File: src/rtl/uart_transceiver.sv
// Full-duplex 8N1 UART datapath: byte transmitter and oversampling receiver sharing
// one clock, one reset and one en_16x tick.
module uart_transceiver #(
  parameter int unsigned OVERSAMPLE = 16
) (
  input  logic       clk,
  input  logic       rst,
  input  logic       en_16x,
  input  logic       wr_tx,
  input  logic [7:0] wr_data,
  output logic       txd,
  output logic       tbr,
  input  logic       rxd,
  input  logic       rd_rx,
  output logic [7:0] rx_data,
  output logic       rda
);

  localparam int unsigned CntW = $clog2(OVERSAMPLE);
  localparam logic [CntW-1:0] TickLast = CntW'(OVERSAMPLE - 1);
  localparam logic [CntW-1:0] TickHalf = CntW'(OVERSAMPLE / 2 - 1);

  localparam logic [1:0] TxIdle  = 2'd0;
  localparam logic [1:0] TxStart = 2'd1;
  localparam logic [1:0] TxData  = 2'd2;
  localparam logic [1:0] TxStop  = 2'd3;

  localparam logic [2:0] RxIdle  = 3'd0;
  localparam logic [2:0] RxStart = 3'd1;
  localparam logic [2:0] RxData  = 3'd2;
  localparam logic [2:0] RxStop  = 3'd3;
  localparam logic [2:0] RxWait  = 3'd4;

  // Transmitter state
  logic [1:0]      tx_state_q, tx_state_d;
  logic [CntW-1:0] tx_cnt_q, tx_cnt_d;
  logic [2:0]      tx_bit_q, tx_bit_d;
  logic [7:0]      tx_shift_q, tx_shift_d;
  logic            txd_q, txd_d;

  // Receiver state
  logic            rxd_meta_q, rxd_sync_q;
  logic [2:0]      rx_state_q, rx_state_d;
  logic [CntW-1:0] rx_cnt_q, rx_cnt_d;
  logic [2:0]      rx_bit_q, rx_bit_d;
  logic [7:0]      rx_shift_q, rx_shift_d;
  logic [7:0]      rx_data_q, rx_data_d;
  logic            rda_q, rda_d;

  always_comb begin
    tx_state_d = tx_state_q;
    tx_cnt_d   = tx_cnt_q;
    tx_bit_d   = tx_bit_q;
    tx_shift_d = tx_shift_q;
    txd_d      = txd_q;
    case (tx_state_q)
      TxIdle: begin
        if (wr_tx) begin
          tx_state_d = TxStart;
          tx_shift_d = wr_data;
          tx_cnt_d   = '0;
          txd_d      = 1'b0;
        end
      end
      TxStart: begin
        if (en_16x) begin
          if (tx_cnt_q == TickLast) begin
            tx_state_d = TxData;
            tx_cnt_d   = '0;
            tx_bit_d   = '0;
            txd_d      = tx_shift_q[0];
          end else begin
            tx_cnt_d = tx_cnt_q + 1'b1;
          end
        end
      end
      TxData: begin
        if (en_16x) begin
          if (tx_cnt_q == TickLast) begin
            tx_cnt_d = '0;
            if (tx_bit_q == 3'd7) begin
              tx_state_d = TxStop;
              txd_d      = 1'b1;
            end else begin
              tx_bit_d   = tx_bit_q + 1'b1;
              tx_shift_d = {1'b0, tx_shift_q[7:1]};
              txd_d      = tx_shift_q[1];
            end
          end else begin
            tx_cnt_d = tx_cnt_q + 1'b1;
          end
        end
      end
      TxStop: begin
        if (en_16x) begin
          if (tx_cnt_q == TickLast) begin
            tx_state_d = TxIdle;
            tx_cnt_d   = '0;
          end else begin
            tx_cnt_d = tx_cnt_q + 1'b1;
          end
        end
      end
      default: tx_state_d = TxIdle;
    endcase
  end

  always_comb begin
    rx_state_d = rx_state_q;
    rx_cnt_d   = rx_cnt_q;
    rx_bit_d   = rx_bit_q;
    rx_shift_d = rx_shift_q;
    rx_data_d  = rx_data_q;
    // A completing byte below overrides this clear, so set wins over rd_rx.
    rda_d      = rd_rx ? 1'b0 : rda_q;
    case (rx_state_q)
      RxIdle: begin
        if (en_16x && !rxd_sync_q) begin
          rx_state_d = RxStart;
          rx_cnt_d   = '0;
        end
      end
      RxStart: begin
        if (en_16x) begin
          if (rx_cnt_q == TickHalf) begin
            rx_cnt_d   = '0;
            rx_bit_d   = '0;
            rx_state_d = rxd_sync_q ? RxIdle : RxData;
          end else begin
            rx_cnt_d = rx_cnt_q + 1'b1;
          end
        end
      end
      RxData: begin
        if (en_16x) begin
          if (rx_cnt_q == TickLast) begin
            rx_cnt_d   = '0;
            rx_shift_d = {rxd_sync_q, rx_shift_q[7:1]};
            if (rx_bit_q == 3'd7) begin
              rx_state_d = RxStop;
            end else begin
              rx_bit_d = rx_bit_q + 1'b1;
            end
          end else begin
            rx_cnt_d = rx_cnt_q + 1'b1;
          end
        end
      end
      RxStop: begin
        if (en_16x) begin
          if (rx_cnt_q == TickLast) begin
            rx_cnt_d = '0;
            if (rxd_sync_q) begin
              rx_data_d  = rx_shift_q;
              rda_d      = 1'b1;
              rx_state_d = RxIdle;
            end else begin
              rx_state_d = RxWait;
            end
          end else begin
            rx_cnt_d = rx_cnt_q + 1'b1;
          end
        end
      end
      RxWait: begin
        // Framing error: re-arm only once the line has returned high.
        if (rxd_sync_q) rx_state_d = RxIdle;
      end
      default: rx_state_d = RxIdle;
    endcase
  end

  always_ff @(posedge clk or posedge rst) begin
    if (rst) begin
      tx_state_q <= TxIdle;
      tx_cnt_q   <= '0;
      tx_bit_q   <= '0;
      tx_shift_q <= '0;
      txd_q      <= 1'b1;
      rxd_meta_q <= 1'b1;
      rxd_sync_q <= 1'b1;
      rx_state_q <= RxIdle;
      rx_cnt_q   <= '0;
      rx_bit_q   <= '0;
      rx_shift_q <= '0;
      rx_data_q  <= '0;
      rda_q      <= 1'b0;
    end else begin
      tx_state_q <= tx_state_d;
      tx_cnt_q   <= tx_cnt_d;
      tx_bit_q   <= tx_bit_d;
      tx_shift_q <= tx_shift_d;
      txd_q      <= txd_d;
      rxd_meta_q <= rxd;
      rxd_sync_q <= rxd_meta_q;
      rx_state_q <= rx_state_d;
      rx_cnt_q   <= rx_cnt_d;
      rx_bit_q   <= rx_bit_d;
      rx_shift_q <= rx_shift_d;
      rx_data_q  <= rx_data_d;
      rda_q      <= rda_d;
    end
  end

  assign txd     = txd_q;
  assign tbr     = (tx_state_q == TxIdle);
  assign rx_data = rx_data_q;
  assign rda     = rda_q;

endmodule

File: config.mk
export PLATFORM = sky130hd
export DESIGN_NAME = uart_transceiver
export DESIGN_NICKNAME = d
export VERILOG_FILES = /design/src/rtl/uart_transceiver.sv
export SDC_FILE = /design/constraint.sdc
export NUM_CORES = 1
export LEC_CHECK = 0
export ABC_AREA = 0
export CORE_AREA = 2 2 71 73
export CTS_CLUSTER_DIAMETER = 80
export CTS_CLUSTER_SIZE = 14
export DETAILED_ROUTE_END_ITERATION = 10
export DIE_AREA = 0 0 73 75
export GPL_TIMING_DRIVEN = 0
export PLACE_DENSITY = 0.75
export SKIP_CTS_REPAIR_TIMING = 1
export SYNTH_ARGS = -nofsm -noshare
export SYNTH_HDL_FRONTEND = slang
export SYNTH_SLANG_ARGS = --single-unit
File: constraint.sdc
create_clock -name clk -period 2.31 [get_ports clk]
set_clock_uncertainty 0.1 [all_clocks]
set_input_delay 0.5775 -clock clk [delete_from_list [all_inputs] [get_ports clk]]
set_output_delay 0.5775 -clock clk [all_outputs]
set_load 0.1 [all_outputs]
==> impl_metrics.yaml <==
critical_path:
  rr_worst_depth: 6
  cp_num_cells: 1
  critPathMaxStageDelay_ps: 740
  required_ps: 1630
  startpoint_type: "flip-flop"
  path_cells: "dlymetal6s2s_1"
  crit_buf_inv: 1
  cp_slowest_cell: "dlymetal6s2s_1"
  cpLargestDelayFamily: "buffers and inverters"
  crit_fanout: 3
  crit_type: "flip-flop to output port"
  cp-end-kind: "output port"
  arrival_ps: 1590
synth:
  syn_inst: 228
  synthAdderAreaFrac_pct: 5.54
  synth_area_per_cell_um2: 10.9
  async_flop_share_pct: 100
  syn_nets: 253
  synth_top_family_by_area: "compound AO/OA/AOI/OAI gates"
  synth-simple-area-share_pct: 15.9
  synth_xor_xnor_area_share_pct: 0.352
  syn_area_um2: 2480
  synth-seq-cells: 47
  ys_seq_area_share_pct: 47.5
  synth_edf_count: 0
  ys_types: 50
  synthFlopType: "dfrtp_1"
  synth_compound_area_share_pct: 16.7
  ys_warn_count: 0
  synth.area.mux_share_pct: 10.2
pwr:
  p_seq_share_pct: 40.3
  ir_worst_vdd_mv: 0.790
  switching_share_pct: 37.6
  power_switching_mw: 1.08
  powerDensity_nw_per_um2: 972
  cellLeakagePower_nw: 1.49
  internal_power_mw: 1.80
  p_clk_share_pct: 21.5
  combPwrFrac_pct: 38.2
routing:
  drtIter0Drc: 134
  postRouteAntennaNets: 0
  wire_per_inst_um: 14.4
  vias: 1766
  drtPass1Iterations: 4
  wirelength_mm: 4.53
  post-route-drc-count: 0
  vias_per_cell: 5.61
place:
  placed_cells: 307
  place_ws_ps: -265
  portBuffers: 24
  dp_hpwl_mm: 3.17
  routabilityCongestion: 0.788
global_routing:
  grt_max_degree: 25
  grt_use_total_pct: 18.2
  grt_pass1_vias: 1710
  antenna_found_initial: 0
  grt_pass1_wl_mm: 7.78
  overflow: 0
floorplan:
  ios: 25
  initial_utilization_pct: 53.3
  die_w_um: 73
  core_area_um2: 4660
  row_count: 25
  die_h_um: 75
  dieArea_um2: 5480
finish:
  area_growth_pct: 19.3
  multi_input_area_um2: 1220
  nFillCells: 391
  final_core_util_pct: 63.6
  drive_gt1_share_pct: 19.5
  antennaDiodeCount: 0
  regArea_um2: 1180
  fin_cells: 315
  finalNetCount: 285
sta:
  worstMarginPinSlew_ps: 973
  report.final.hold_viol_count: 0
  setup_ws_ps: 46.7
  slew_violations: 0
  setup_viol: 0
  maxSlewHeadroom_pct: 35.0
  rsz0062_at_grt: "false"
  max_freq_ghz: 0.442
  setup_tns_ps: 0
  whs_ps: 254
  fin_crit_sh_pct: 98.0
  period_minus_slack_ps: 2260
clock_network:
  clk_path_buf_depth: 2
  cts_tree: "yes"
  root_buffer: "clkbuf_8"
  clk_pin_slew_ps: 90
  htree_levels: 2
  cts-buffers-inserted: 5
  clock-sinks: 47
  clk_latency_ps: 310
status:
  run_status: "completed"
hold_path:
  hp-class: "flip-flop to flip-flop"
  holdPathStages: 0
run:
  cap_viol_max_count: 0
## registers in the layout, indices dropped and copies added (netlist names)
name and count:
rda 1, rx_bit_q 3, rx_cnt_q 4, rx_data 8, rx_shift_q 8, rx_state_q 3, rxd_meta_q 1, rxd_sync_q 1
tx_bit_q 3, tx_cnt_q 4, tx_shift_q 8, tx_state_q 2, txd 1
## synthesized netlist by cell type (4+ instances only)
cell      instances  area (µm²)
dfrtp_1          44        1100
o21ai_0          21         105
nand2_1          18        67.6
inv_1            12        45.0
nand2b_1         12        75.1
ha_1             11         138
mux2_2           10         113
mux2_4            8         120
nand3b_1          8        60.1
nor2_1            7        26.3
o221a_2           7        78.8
a22o_1            6        52.6
a21oi_1           5        25.0
a211oi_1          4        30.0
clkbuf_1          4        15.0
nor2b_1           4        25.0
nor3_1            4        20.0
## power groups by stage
stage | clock, mW | combinational, mW | sequential [mW]
after floorplan | 0 | 0.893 | 1.13
after global placement | 0 | 1.07 | 1.16
after global routing | 0.667 | 1.24 | 1.19
final | 0.621 | 1.10 | 1.16
after CTS | 0.636 | 1.11 | 1.16
after detailed placement | 0 | 1.11 | 1.16
## placed cells by master, fill, tap and decap left out, types with 2 or more instances in the layout
cell / instances
clkbuf_8: 5
mux2i_1: 2
clkbuf_1: 4
dlymetal6s2s_1: 10
nand2_1: 18
o21ai_0: 21
dfstp_2: 3
ha_1: 10
nand3b_1: 8
nand2b_1: 12
mux2_4: 8
a21o_1: 2
nor2_1: 7
nor2b_1: 4
clkdlybuf4s50_1: 13
nor3_1: 4
a211oi_1: 4
a21oi_1: 5
nor3b_1: 3
inv_1: 11
nand3_1: 3
a22o_1: 6
mux2_2: 10
nand4_1: 2
buf_2: 2
dfrtp_1: 44
o221a_2: 7
## routing by layer
layer	vias to the layer above	track usage, %	part of all wire [%]
li1	887	-	-
met1	841	24.8	49
met2	36	28.8	47
met3	2	4.55	3.6
met4	0	5.56	0.42
met5	-	0	0
## final timing paths
path / from / endpoint / slack, ps
min in group asynchronous: rst / tx_bit_q[0]$_DFFE_PP0P_ / 530
worst min register to register: rxd_meta_q$_DFF_PP1_ / rxd_sync_q$_DFF_PP1_ / 250
max in group asynchronous: rst / rxd_sync_q$_DFF_PP1_ / 1010
worst max register to register: tx_state_q[0]$_DFFE_PP0P_ / tx_shift_q[6]$_DFFE_PP0P_ / 230
worst max-delay path: txd$_DFFE_PP1P_ / txd / 50
worst min-delay path: rxd_meta_q$_DFF_PP1_ / rxd_sync_q$_DFF_PP1_ / 250
## logic make-up after synthesis
group	after synthesis
xor+xnor	1
buf+inv	20
compound gates	59
simple gates	70
fa+ha+maj	11
flops	47
mux	20
## per-stage QoR
stage	cell area (µm²)	total power, mW
6_report	2960	2.88
5_1_grt	2960	3.10
4_1_cts	2940	2.90
3_5_place_dp	2820	2.27
3_3_place_gp	2800	2.23
2_1_floorplan	2490	2.03
## layout make-up
| class | instances | area share (%) |
|---|---|---|
| Multi-Input combinational cell | 161 | 41.0 |
| Sequential cell | 47 | 39.8 |
| Timing Repair Buffer | 25 | 9.71 |
| Clock buffer | 5 | 2.32 |
| Tap cell | 54 | 2.28 |
| Buffer | 8 | 1.77 |
| Clock inverter | 3 | 1.56 |
| Inverter | 12 | 1.52 |
(Power assumes the default switching activity.)
